[config.mk]
export PLATFORM = sky130hd
export DESIGN_NAME = seq_ripple_adder
export DESIGN_NICKNAME = d
export VERILOG_FILES = /design/src/rtl/seq_adder_pkg.sv /design/src/rtl/seq_ripple_adder_fa_chunk.sv /design/src/rtl/seq_ripple_adder.sv
export SDC_FILE = /design/constraint.sdc
export NUM_CORES = 1
export LEC_CHECK = 0
export ABC_AREA = 1
export CAP_MARGIN = 20
export CORE_MARGIN = 3
export CORE_UTILIZATION = 25
export CTS_CLUSTER_SIZE = 24
export DETAILED_ROUTE_END_ITERATION = 10
export PLACE_DENSITY = 0.56
export SYNTH_ARGS = -nofsm -noshare
export SYNTH_HDL_FRONTEND = slang
export SYNTH_SLANG_ARGS = --single-unit
[constraint.sdc]
create_clock -name clk -period 2.5 [get_ports clk]
set_input_delay 0.375 -clock clk [delete_from_list [all_inputs] [get_ports clk]]
set_output_delay 0.375 -clock clk [all_outputs]
set_load 0.02 [all_outputs]
[src/rtl/seq_adder_pkg.sv]
// Shared types and elaboration helpers for the multi-cycle ripple-carry adder.
// Imported by seq_ripple_adder and its fa_chunk slice adder.
package seq_adder_pkg;

   typedef enum logic [1:0] {
      IDLE = 2'd0,
      RUN  = 2'd1,
      DONE = 2'd2
   } state_t;

   function automatic int n_chunks(input int width, input int chunk);
      return width / chunk;
   endfunction

   // The operand must split into whole slices, otherwise the last slice would straddle the MSB.
   function automatic bit cfg_ok(input int width, input int chunk);
      return (chunk > 0) && (width >= chunk) && ((width % chunk) == 0);
   endfunction

endpackage

[src/rtl/seq_ripple_adder_fa_chunk.sv]
// Combinational CHUNK-bit ripple of full adders: one slice of the sequential adder.
// Also exposes the carry into the slice's top bit so the caller can form signed overflow.
module fa_chunk #(
   parameter int CHUNK = 2
) (
   input  logic [CHUNK-1:0] x,
   input  logic [CHUNK-1:0] y,
   input  logic             ci,
   output logic [CHUNK-1:0] s,
   output logic             co,
   output logic             c_msb_in
);

   logic carry;

   // Walk the carry through the slice bit by bit, snapshotting it just before the top bit.
   always_comb begin
      s        = '0;
      carry    = ci;
      c_msb_in = ci;
      for (int i = 0; i < CHUNK; i++) begin
         if (i == CHUNK - 1) begin
            c_msb_in = carry;
         end
         s[i]  = x[i] ^ y[i] ^ carry;
         carry = (x[i] & y[i]) | (x[i] & carry) | (y[i] & carry);
      end
      co = carry;
   end

endmodule

[src/rtl/seq_ripple_adder.sv]
// Multi-cycle ripple-carry adder: adds WIDTH-bit operands CHUNK bits per clock with a start/busy/done handshake.
// Optional macro SEQ_RIPPLE_ADDER_SUB_EN adds a 'sub' input selecting a - b - cin.
module seq_ripple_adder #(
   parameter int WIDTH = 8,
   parameter int CHUNK = 2
) (
   input  logic             clk,
   input  logic             rst,
   input  logic             start,
   input  logic [WIDTH-1:0] a,
   input  logic [WIDTH-1:0] b,
   input  logic             cin,
`ifdef SEQ_RIPPLE_ADDER_SUB_EN
   input  logic             sub,
`endif
   output logic             busy,
   output logic             done,
   output logic [WIDTH-1:0] sum,
   output logic             cout,
   output logic             ovf
);

   import seq_adder_pkg::*;

   localparam int N     = n_chunks(WIDTH, CHUNK);
   localparam int IDX_W = (N > 1) ? $clog2(N) : 1;
   localparam logic [IDX_W-1:0] LAST_IDX = IDX_W'(N - 1);

   generate
      if (!cfg_ok(WIDTH, CHUNK)) begin : g_cfg_check
         $error("seq_ripple_adder: WIDTH must be a non-zero multiple of CHUNK");
      end
   endgenerate

   state_t             state_q;
   state_t             state_d;
   logic [IDX_W-1:0]   idx_q;
   logic               carry_q;
   logic [WIDTH-1:0]   a_q;
   logic [WIDTH-1:0]   b_q;
   logic [WIDTH-1:0]   res_q;
   logic [WIDTH-1:0]   sum_q;
   logic               cout_q;
   logic               ovf_q;

   logic [WIDTH-1:0]   b_in;
   logic               cin_in;
   int                 base;
   logic [CHUNK-1:0]   x_sl;
   logic [CHUNK-1:0]   y_sl;
   logic [CHUNK-1:0]   s_sl;
   logic               co_sl;
   logic               cmsb_sl;
   logic [WIDTH-1:0]   sum_full;

   // Subtraction reuses the adder: a - b - cin == a + ~b + ~cin, folded in before latching.
`ifdef SEQ_RIPPLE_ADDER_SUB_EN
   assign b_in   = sub ? ~b : b;
   assign cin_in = sub ? ~cin : cin;
`else
   assign b_in   = b;
   assign cin_in = cin;
`endif

   // Select the active slice and merge its result into the partially built sum.
   always_comb begin
      base                      = int'(idx_q) * CHUNK;
      x_sl                      = a_q[base +: CHUNK];
      y_sl                      = b_q[base +: CHUNK];
      sum_full                  = res_q;
      sum_full[base +: CHUNK]   = s_sl;
   end

   fa_chunk #(.CHUNK(CHUNK)) u_fa_chunk (
      .x        (x_sl),
      .y        (y_sl),
      .ci       (carry_q),
      .s        (s_sl),
      .co       (co_sl),
      .c_msb_in (cmsb_sl)
   );

   // Next-state logic: start is only looked at in IDLE, so requests during RUN/DONE are dropped.
   always_comb begin
      state_d = state_q;
      case (state_q)
         IDLE:    if (start) state_d = RUN;
         RUN:     if (idx_q == LAST_IDX) state_d = DONE;
         DONE:    state_d = IDLE;
         default: state_d = IDLE;
      endcase
   end

   // Datapath and state registers; visible results only change on the edge that enters DONE.
   always_ff @(posedge clk) begin
      if (rst) begin
         state_q <= IDLE;
         idx_q   <= '0;
         carry_q <= 1'b0;
         a_q     <= '0;
         b_q     <= '0;
         res_q   <= '0;
         sum_q   <= '0;
         cout_q  <= 1'b0;
         ovf_q   <= 1'b0;
      end else begin
         state_q <= state_d;
         case (state_q)
            IDLE: begin
               if (start) begin
                  a_q     <= a;
                  b_q     <= b_in;
                  carry_q <= cin_in;
                  idx_q   <= '0;
               end
            end
            RUN: begin
               res_q   <= sum_full;
               carry_q <= co_sl;
               if (idx_q == LAST_IDX) begin
                  sum_q  <= sum_full;
                  cout_q <= co_sl;
                  ovf_q  <= co_sl ^ cmsb_sl;
               end else begin
                  idx_q <= idx_q + 1'b1;
               end
            end
            default: ;
         endcase
      end
   end

   assign busy = (state_q != IDLE);
   assign done = (state_q == DONE);
   assign sum  = sum_q;
   assign cout = cout_q;
   assign ovf  = ovf_q;

endmodule
; ---- After elaboration in Yosys (flattened, before gate mapping)
; Cells that the tools add are included.
[totals]
elab_cells = 53
regBits = 39
output_inout_bits = 12
input_bits = 20
[op_classes]
add_sub_neg = 2
eq_ne = 6
reduce_logical = 8
shift = 4
n_mux = 9
n_bitwise = 15
[ops]
columns = op, n
row1 = $neg A3 Y33, 1
row2 = $shift A2 B33 Y8 const A, 1
row3 = $shiftx A2 B33 Y8, 1
row4 = $shiftx A8 B4 Y2, 2
row5 = $bwmux W8, 1
row6 = $mux W2, 4
row7 = $pmux W2 S2, 2
row8 = $reduce_and A2 Y1, 4
row9 = $and A1 B1 Y1, 6
row10 = $ne A2 B2 Y1 const B, 3
row11 = $xor A1 B1 Y1, 5
row12 = $eq A2 B2 Y1 const B, 2
row13 = $or A1 B1 Y1, 4
row14 = $reduce_bool A2 Y1, 2
row15 = $reduce_and A3 Y1, 1
row16 = $add A2 B1 Y2 const B, 1
row17 = $eq A2 B1 Y1 const B, 1
row18 = $logic_not A2 Y1, 1
row19 = $pmux W1 S2, 1
row20 = $mux W1, 1

; ---- Logic depth before layout (Yosys ltp)
; Gate-level depths: netlist of the first run.
[depth]
word_depth = 8
depth_mapped = 12
ltp_nobuf = 11

; ---- Modules after synthesis
; A second synthesis of the first run with hierarchy kept.
[unflattened]
cells_unflattened = 292
area_unflattened_um2 = 1981.9
[by_module_without_submodules]
columns = module, n_inst, area_per_inst_um2, cells_each, seq_area_each_um2
row1 = seq_ripple_adder, 1, 1908.1, 281, 780.7
row2 = fa_chunk, 1, 73.8, 11, 0.0

; ---- Worst setup path before layout of the first run
; OpenSTA, ideal clock, no wires.
[synth_path]
kind = register to register
startpoint = register idx_q[0]
endpoint = register sum_q[3] (netlist: sum[3])
required_ns = 2.444
path_stages_with_launch = 13
n_path_buf = 1
setup_time_ns = 0.056
arrival_time_ns = 2.388
synth_period_minus_slack_ns = 2.444
path_slack_ns = 0.056
path_cell_list = dfxtp_1 -> buf_2 -> clkinv_1 -> o21ai_0 -> o22ai_1 -> fa_1 -> fa_1 -> inv_1 -> nor2_1 -> nand3_1 -> nand3_1 -> nand2_1 -> inv_1
[synth_via]
elab_chain_cells = 7
elab_cells_between_ends = 17
classes_between = 1 x add/sub / 1 x eq/ne / 4 x shift / 1 x mux / 9 x bitwise / 1 x reduce/logical
[synth_lines]
columns = element, line
row1 = start: declaration, seq_ripple_adder.sv:37  ; logic [IDX_W-1:0] idx_q;
row2 = start signal: assignment, seq_ripple_adder.sv:125  ; idx_q <= idx_q + 1'b1;
row3 = $shiftx A8 B4 Y2 (on tied branches), "seq_ripple_adder.sv:68, seq_ripple_adder.sv:69"
row4 = $and A1 B1 Y1, seq_ripple_adder_fa_chunk.sv:26  ; carry = (x[i] & y[i]) | (x[i] & carry) | (y[i] & carry);
row5 = $or A1 B1 Y1 (2 in a row), seq_ripple_adder_fa_chunk.sv:26
row6 = $xor A1 B1 Y1, seq_ripple_adder_fa_chunk.sv:25  ; s[i] = x[i] ^ y[i] ^ carry;
row7 = $shiftx A2 B33 Y8, seq_ripple_adder.sv:71  ; sum_full[base +: CHUNK] = s_sl;
row8 = $bwmux W8, seq_ripple_adder.sv:71
row9 = end signal: assignment, seq_ripple_adder.sv:121  ; sum_q <= sum_full;
row10 = end: declaration, seq_ripple_adder.sv:42  ; logic [WIDTH-1:0] sum_q;
; Several ways; a longest one is shown, not always the timed one.
; A chain may end at the register's enable or synchronous reset.

; ---- Final worst setup path of the first run
[layout_path]
startpoint = register idx_q[0]
endpoint = register res_q[5]
[layout_via]
elab_chain_cells = 7
elab_cells_between_ends = 15
classes_between = 1 x add/sub / 4 x shift / 1 x mux / 9 x bitwise
[layout_lines]
columns = element, line
row1 = $shiftx A8 B4 Y2 (on tied branches), "seq_ripple_adder.sv:68, seq_ripple_adder.sv:69"
row2 = $and A1 B1 Y1, seq_ripple_adder_fa_chunk.sv:26
row3 = $or A1 B1 Y1 (2 in a row), seq_ripple_adder_fa_chunk.sv:26
row4 = $xor A1 B1 Y1, seq_ripple_adder_fa_chunk.sv:25
row5 = $shiftx A2 B33 Y8, seq_ripple_adder.sv:71
row6 = $bwmux W8 (*), seq_ripple_adder.sv:71
row7 = end signal: assignment, seq_ripple_adder.sv:118  ; res_q <= sum_full;
row8 = end: declaration, seq_ripple_adder.sv:41  ; logic [WIDTH-1:0] res_q;
; Every way passes the cells marked *; elsewhere a longest branch is shown, timed or not.

==> flow_summary.json, run 1 <==
{
  "drc_errors": 0,
  "timing_worst_setup_path_type": "flop to flop",
  "initial_utilization_pct": 26.2,
  "max-clock-path-buffers": 2,
  "synth_common_cells": "79 x nor2_1, 39 x dfxtp_1, 38 x inv_1, 38 x nand2_1, 27 x o21ai_0",
  "final_min_period_over_clock_period_pct": 90.7,
  "fin_nets": 346,
  "chipWidth_microns": 94.1,
  "io_pins": 32,
  "crit_family": "adder cells",
  "detailroute.via_count": 1737,
  "run_status": "completed",
  "synth.top_cells.by_area": "dfxtp_1 40%, nor2_1 15%, inv_1 7.3%, nand2_1 7.3%, o21ai_0 7.0%",
  "yosys.area_share.adder_pct": 5.93,
  "yosys.area_share.xor_xnor_pct": 0.451,
  "ys.flop_type": "dfxtp_1",
  "first_pass_iters": 6,
  "clk_latency_ns": 0.29,
  "core-area_sq_um": 7410,
  "pin_count_of_the_biggest_net_entering_global_routing": 22,
  "drt_iter0_drc": 82,
  "grt-ovfl-total": 0,
  "tritoncts_clock_tree": "built",
  "filler_cells_inserted": 794,
  "postSynthAreaPerCell_sq_um": 6.84,
  "slew_viol_final": 0,
  "area_delta_synth_final_pct": 27.5,
  "die_height_microns": 94.1,
  "gp_routability_congestion": 0.815,
  "hold_violation_count_in_the_final_report": 0,
  "power.ir.vdd_worst_mv": 0.194,
  "routed_wire_length_per_instance_microns": 10.1,
  "worstSetupStartpointType": "flop",
  "main_combinational_cell_family_by_area_after_synthesis": "simple AND/OR/NAND/NOR gates",
  "timing.reg2reg.setup_slack_ns": 0.23,
  "ys_ff_latch": 39,
  "setup_repair_after_global_routing_missed_its_margin": "no",
  "global_router_s_overall_resource_usage_pct": 10.5,
  "min_period_ns": 2.27,
  "share_of_synthesized_area_occupied_by_flip_flops_and_latches_pct": 40.2,
  "synth_most_common_cell": "nor2_1",
  "cpPeakStageDelay_ns": 0.52,
  "path_cells": "clkinvlp_4 > o21ai_0 > o22ai_1 > fa_2 > fa_1 > inv_1 > nor2_2 > nand3_1 > nand3_1 > nand2_1 > inv_1",
  "post-place-ws_ns": 0.0187,
  "cts.reportedPaths.clkPinSlew_ns": 0.07,
  "antenna_left": 0,
  "worst-endpoint-arrival_ns": 2.51,
  "synthCells": 284,
  "cp_max_fo": 8,
  "synth-edff-count": 0,
  "synth_cell_type_count": 22,
  "detail_route.wirelength_microns": 4220,
  "synthMuxAreaShare_pct": 0,
  "io_buffers": 31,
  "worst_setup_path_end_kind": "flop",
  "first_pass_grt_wire_length_microns": 7470,
  "cts_num_sinks": 39,
  "die_area_sq_um": 8860,
  "n_antenna_cell": 0,
  "syn-num-nets": 312,
  "cts-buffers-inserted": 5,
  "htreeDepth": 2,
  "worst-slew-pin-transition_ns": 0.530,
  "grt_antenna_before_repair": 0,
  "worst_slew_margin_rel_pct": 64.6,
  "critical_path.n_buffers_inverters": 3,
  "critPathRequiredTime_ns": 2.74,
  "setup_total_negative_slack_ns": 0,
  "synthesis.yosys.warnings": 0,
  "fin_skew_ns": 0.00420,
  "detail_route.vias_per_cell": 4.16,
  "worstHoldPathType": "flop to flop",
  "synth_simple_gate_area_share_pct": 30.7,
  "first_global_vias": 1660,
  "synth_compound_gate_area_share_pct": 11.9,
  "final_layout_size_suffix_gt1_share_pct": 10.3,
  "root_buffer": "clkbuf_8",
  "dp_hpwl_microns": 3060,
  "std_cell_rows": 31,
  "p_leak_nw": 1.11,
  "final.setup.worst_slack_ns": 0.231,
  "synth.top_cell.area_share_pct": 40.2,
  "maxCapViolCount": 0,
  "clock.fmax_mhz": 441,
  "asyncSetResetFlopFracSynth_pct": 0,
  "power-per-cell-area_nw_per_um2": 584,
  "synth.largest_area_cell": "dfxtp_1",
  "setup-violations-final": 0,
  "synth_area_sq_um": 1940,
  "slowest_stage": "fa_1"
}
## kinds of logic (layout without fill, tap and decap cells)
kind of cell | Yosys count | after routing
simple gates | 145 | 145
buf+inv | 51 | 86
compound gates | 40 | 40
flops | 39 | 39
fa+ha+maj | 8 | 8
xor+xnor | 1 | 1
## report_power, final
part	total [mW]	leakage (nW)	internal (mW)	switching (mW)
combinational	0.298	0.738	0.125	0.173
sequential	0.687	0.321	0.662	0.0257
clock	0.462	0.0515	0.252	0.210
total	1.45	1.11	1.04	0.408
## stage by stage
stage	total power [mW]	instances	hold slack (ns)	area, sq um	util (%)
final	1.45	418	0.483	2480	33.4
after global routing	1.54	418	0.516	2480	33.4
after CTS	1.46	415	0.492	2440	33.0
after detailed placement	0.988	407	0.474	2340	31.6
after global placement	0.982	407	0.466	2340	31.6
after floorplan	0.899	284	0.450	1940	-
## registers in the layout, indices dropped and copies added, names as in the netlist
signal and flops:
a_q 8, b_q 8, res_q 8, sum 8, idx_q 2, state_q 2
carry_q 1, cout 1, ovf 1
## final timing paths
check,to,cells past startpoint,start
worst max-delay path,res_q[5],11,idx_q[0]
worst max register to register,res_q[5],11,idx_q[0]
worst min-delay path,b_q[3],2,b_q[3]
worst min register to register,b_q[3],2,b_q[3]
## layout make-up
| class | instances | area [sq um] | area share (%) |
|---|---|---|---|
| multi-input combinational | 194 | 956 | 38.6 |
| sequential | 39 | 783 | 31.6 |
| inverter | 41 | 158 | 6.37 |
| clock buffer | 8 | 100 | 4.04 |
| timing repair buffer | 37 | 355 | 14.4 |
| tap | 99 | 124 | 5.00 |
## routing by layer
layer	vias to the layer above	global-route usage [%]	part of all wire, %
li1	941	-	-
met1	764	12.2	47
met2	26	18.4	48
met3	6	2.88	3.6
met4	0	3.37	1.2
met5	-	0	0
## layout by cell type (no fill, tap or decap)
cell	n
a21oi_1	2
a21oi_2	7
buf_4	6
clkbuf_1	1
clkbuf_8	7
clkdlybuf4s50_1	31
clkinvlp_4	1
dfxtp_1	37
dfxtp_2	2
fa_1	1
fa_2	1
ha_1	6
inv_1	37
inv_2	3
nand2_1	38
nand2_2	1
nand2_4	1
nand3_1	23
nor2_1	78
nor2_2	3
nor2_4	1
o21ai_0	25
o21ai_1	2
o22ai_1	4
xor2_1	1
## timing repair
| action | 4_1_cts | 5_1_grt |
|---|---|---|
| hold buffers | 0 | 0 |
| resized for setup | 1 | 7 |
| setup endpoints to repair | 2 | 6 |
| endpoints found under the hold margin | 0 | 0 |
| setup buffers | 0 | 3 |
## worst min-delay path: stages, from the launching register on
cell and delay, ns:
dfxtp_1 0.32, nor2_1 0.05, nor2_1 0.08
Note: power is estimated with default switching activity, not from simulation.
==> inputs of run 2 (changes only) <==
--- a/config.mk
+++ b/config.mk
@@ -9,9 +9,9 @@
 export CAP_MARGIN = 20
 export CORE_MARGIN = 3
 export CORE_UTILIZATION = 25
+export CTS_CLUSTER_DIAMETER = 100
 export CTS_CLUSTER_SIZE = 24
 export DETAILED_ROUTE_END_ITERATION = 10
-export PLACE_DENSITY = 0.56
 export SYNTH_ARGS = -nofsm -noshare
 export SYNTH_HDL_FRONTEND = slang
 export SYNTH_SLANG_ARGS = --single-unit
==> flow_summary.json, run 2 (synthesis gave the netlist of run 1 again) <==
{
  "run_status": "completed",
  "crit_family": "adder cells",
  "power-per-cell-area_nw_per_um2": 570,
  "slew_viol_final": 0,
  "worstSetupStartpointType": "flop",
  "drt_iter0_drc": 78,
  "tritoncts_clock_tree": "built",
  "die_height_microns": 94.1,
  "critical_path.n_buffers_inverters": 3,
  "routed_wire_length_per_instance_microns": 10.2,
  "min_from": "b_q[3]",
  "min_delay_worst_endpoint": "b_q[3]",
  "hold_violation_count_in_the_final_report": 0,
  "worst-slew-pin-transition_ns": 0.530,
  "first_pass_grt_wire_length_microns": 7530,
  "chipWidth_microns": 94.1,
  "max-clock-path-buffers": 2,
  "cts_num_sinks": 39,
  "core-area_sq_um": 7410,
  "worst_setup_path_end_kind": "flop",
  "path_cells": "buf_4 > o21ai_0 > o22ai_1 > fa_1 > fa_1 > inv_1 > nor2_2 > nand3_1 > nand3_1 > nand2_1 > inv_1",
  "worst_slew_margin_rel_pct": 64.6,
  "power.ir.vdd_worst_mv": 0.299,
  "root_buffer": "clkbuf_8",
  "io_pins": 32,
  "fin_nets": 344,
  "clock.fmax_mhz": 438,
  "global_router_s_overall_resource_usage_pct": 10.6,
  "hold_path_depth": 2,
  "timing_worst_setup_path_type": "flop to flop",
  "std_cell_rows": 31,
  "gp_routability_congestion": 0.811,
  "detail_route.wirelength_microns": 4230,
  "min_period_ns": 2.28,
  "timing.reg2reg.setup_slack_ns": 0.22,
  "final_layout_size_suffix_gt1_share_pct": 8.52,
  "layout.cells.most_common_list": "78 x nor2_1, 39 x dfxtp_1, 38 x inv_1, 38 x nand2_1, 31 x clkdlybuf4s50_1",
  "worst-endpoint-arrival_ns": 2.52,
  "fin_skew_ns": 0.00360,
  "post_cts_buffers": 0,
  "most_frequent_standard_cell_in_the_layout_excluding_fill_and_tap_cells": "nor2_1",
  "slowest_stage": "fa_1",
  "utilization_of_the_core_after_routing_pct": 32.9,
  "cts.reportedPaths.clkPinSlew_ns": 0.08,
  "regToRegEndpoint": "res_q[5]",
  "area_delta_synth_final_pct": 25.5,
  "maxCapViolCount": 0,
  "cts-buffers-inserted": 5,
  "grt_antenna_before_repair": 0,
  "antenna_left": 0,
  "first_pass_iters": 4,
  "critPathRequiredTime_ns": 2.74,
  "cp_max_fo": 18,
  "p_leak_nw": 1.09,
  "htreeDepth": 2,
  "die_area_sq_um": 8860,
  "detail_route.vias_per_cell": 4.19,
  "setup_total_negative_slack_ns": 0,
  "ctsHoldBuffers": 0,
  "drc_errors": 0,
  "pin_count_of_the_biggest_net_entering_global_routing": 22,
  "cpPeakStageDelay_ns": 0.52,
  "setup-violations-final": 0,
  "initial_utilization_pct": 26.2,
  "clk_latency_ns": 0.29,
  "setup_repair_after_global_routing_missed_its_margin": "no",
  "final_min_period_over_clock_period_pct": 91.3,
  "n_antenna_cell": 0,
  "regToRegStartpoint": "idx_q[0]",
  "grt-ovfl-total": 0,
  "r2r.worst_path.cells": 11,
  "io_buffers": 31,
  "worstHoldPathType": "flop to flop",
  "first_global_vias": 1788,
  "dp_hpwl_microns": 3150,
  "detailroute.via_count": 1742
}
run 2: cell types whose count changed in the layout (fill, tap and decap cells not counted), sizes merged:
cell / before / now
inv: 40 / 41
buf: 6 / 4
clkinv: 0 / 1
clkbuf: 8 / 6
run 2: area by class of cell:
cell class / instances / area [sq um]
sequential: 39 / 781
tap: 99 / 124
multi-input combinational: 194 / 953
clock inverter: 2 / 12.5
inverter: 41 / 154
timing repair buffer: 35 / 340
clock buffer: 6 / 72.6
fill: 825 / 4970
run 2: per-layer routing:
metal  routed length, microns  vias up  global-route usage, %  share of wire [%]
met2                     2010       31                   18.8                 47
li1                         -      938                      -                  -
met5                        0        -                      0                  0
met3                      178        9                   2.56                4.2
met1                     1980      764                   12.3                 47
met4                       72        0                   3.61                1.7
run 2: what timing repair did:
action                                  in CTS  in global routing
resized for setup                            0                  3
endpoints found under the setup margin       0                  5
endpoints found under the hold margin        0                  0
run 2: how the worst max path moves through the flow:
stage              from        to  slack, ns  depth (start not counted)
4_1_cts        idx_q[0]  res_q[5]       0.11                         11
6_report       idx_q[0]  res_q[5]       0.22                         11
3_5_place_dp   idx_q[0]  res_q[5]       0.14                         11
2_1_floorplan  idx_q[0]    sum[3]       0.06                         12
3_3_place_gp   idx_q[0]    sum[5]       0.23                         11
5_1_grt        idx_q[0]    sum[5]       0.03                         11
run 2: power breakdown:
group	internal [mW]	switching, mW	total [mW]
registers	0.661	0.0223	0.683
logic	0.119	0.173	0.292
clock network	0.195	0.218	0.413
run 2: metrics by stage:
stage          area (sq um)  std cells  hold slack [ns]  worst slack, ns  power (mW)
2_1_floorplan          1940        284            0.450           0.0564       0.899
3_3_place_gp           2350        408            0.467            0.229       0.981
3_5_place_dp           2350        408            0.471            0.145       0.989
4_1_cts                2430        416            0.490            0.111        1.40
5_1_grt                2440        416            0.521           0.0252        1.48
6_report               2440        416            0.481            0.218        1.39
run 2: worst register-to-register path, cell delays in order (launching register included):
cell	delay [ns]
dfxtp_1	0.32
buf_4	0.19
o21ai_0	0.17
o22ai_1	0.11
fa_1	0.42
fa_1	0.52
inv_1	0.05
nor2_2	0.13
nand3_1	0.12
nand3_1	0.10
nand2_1	0.05
inv_1	0.04
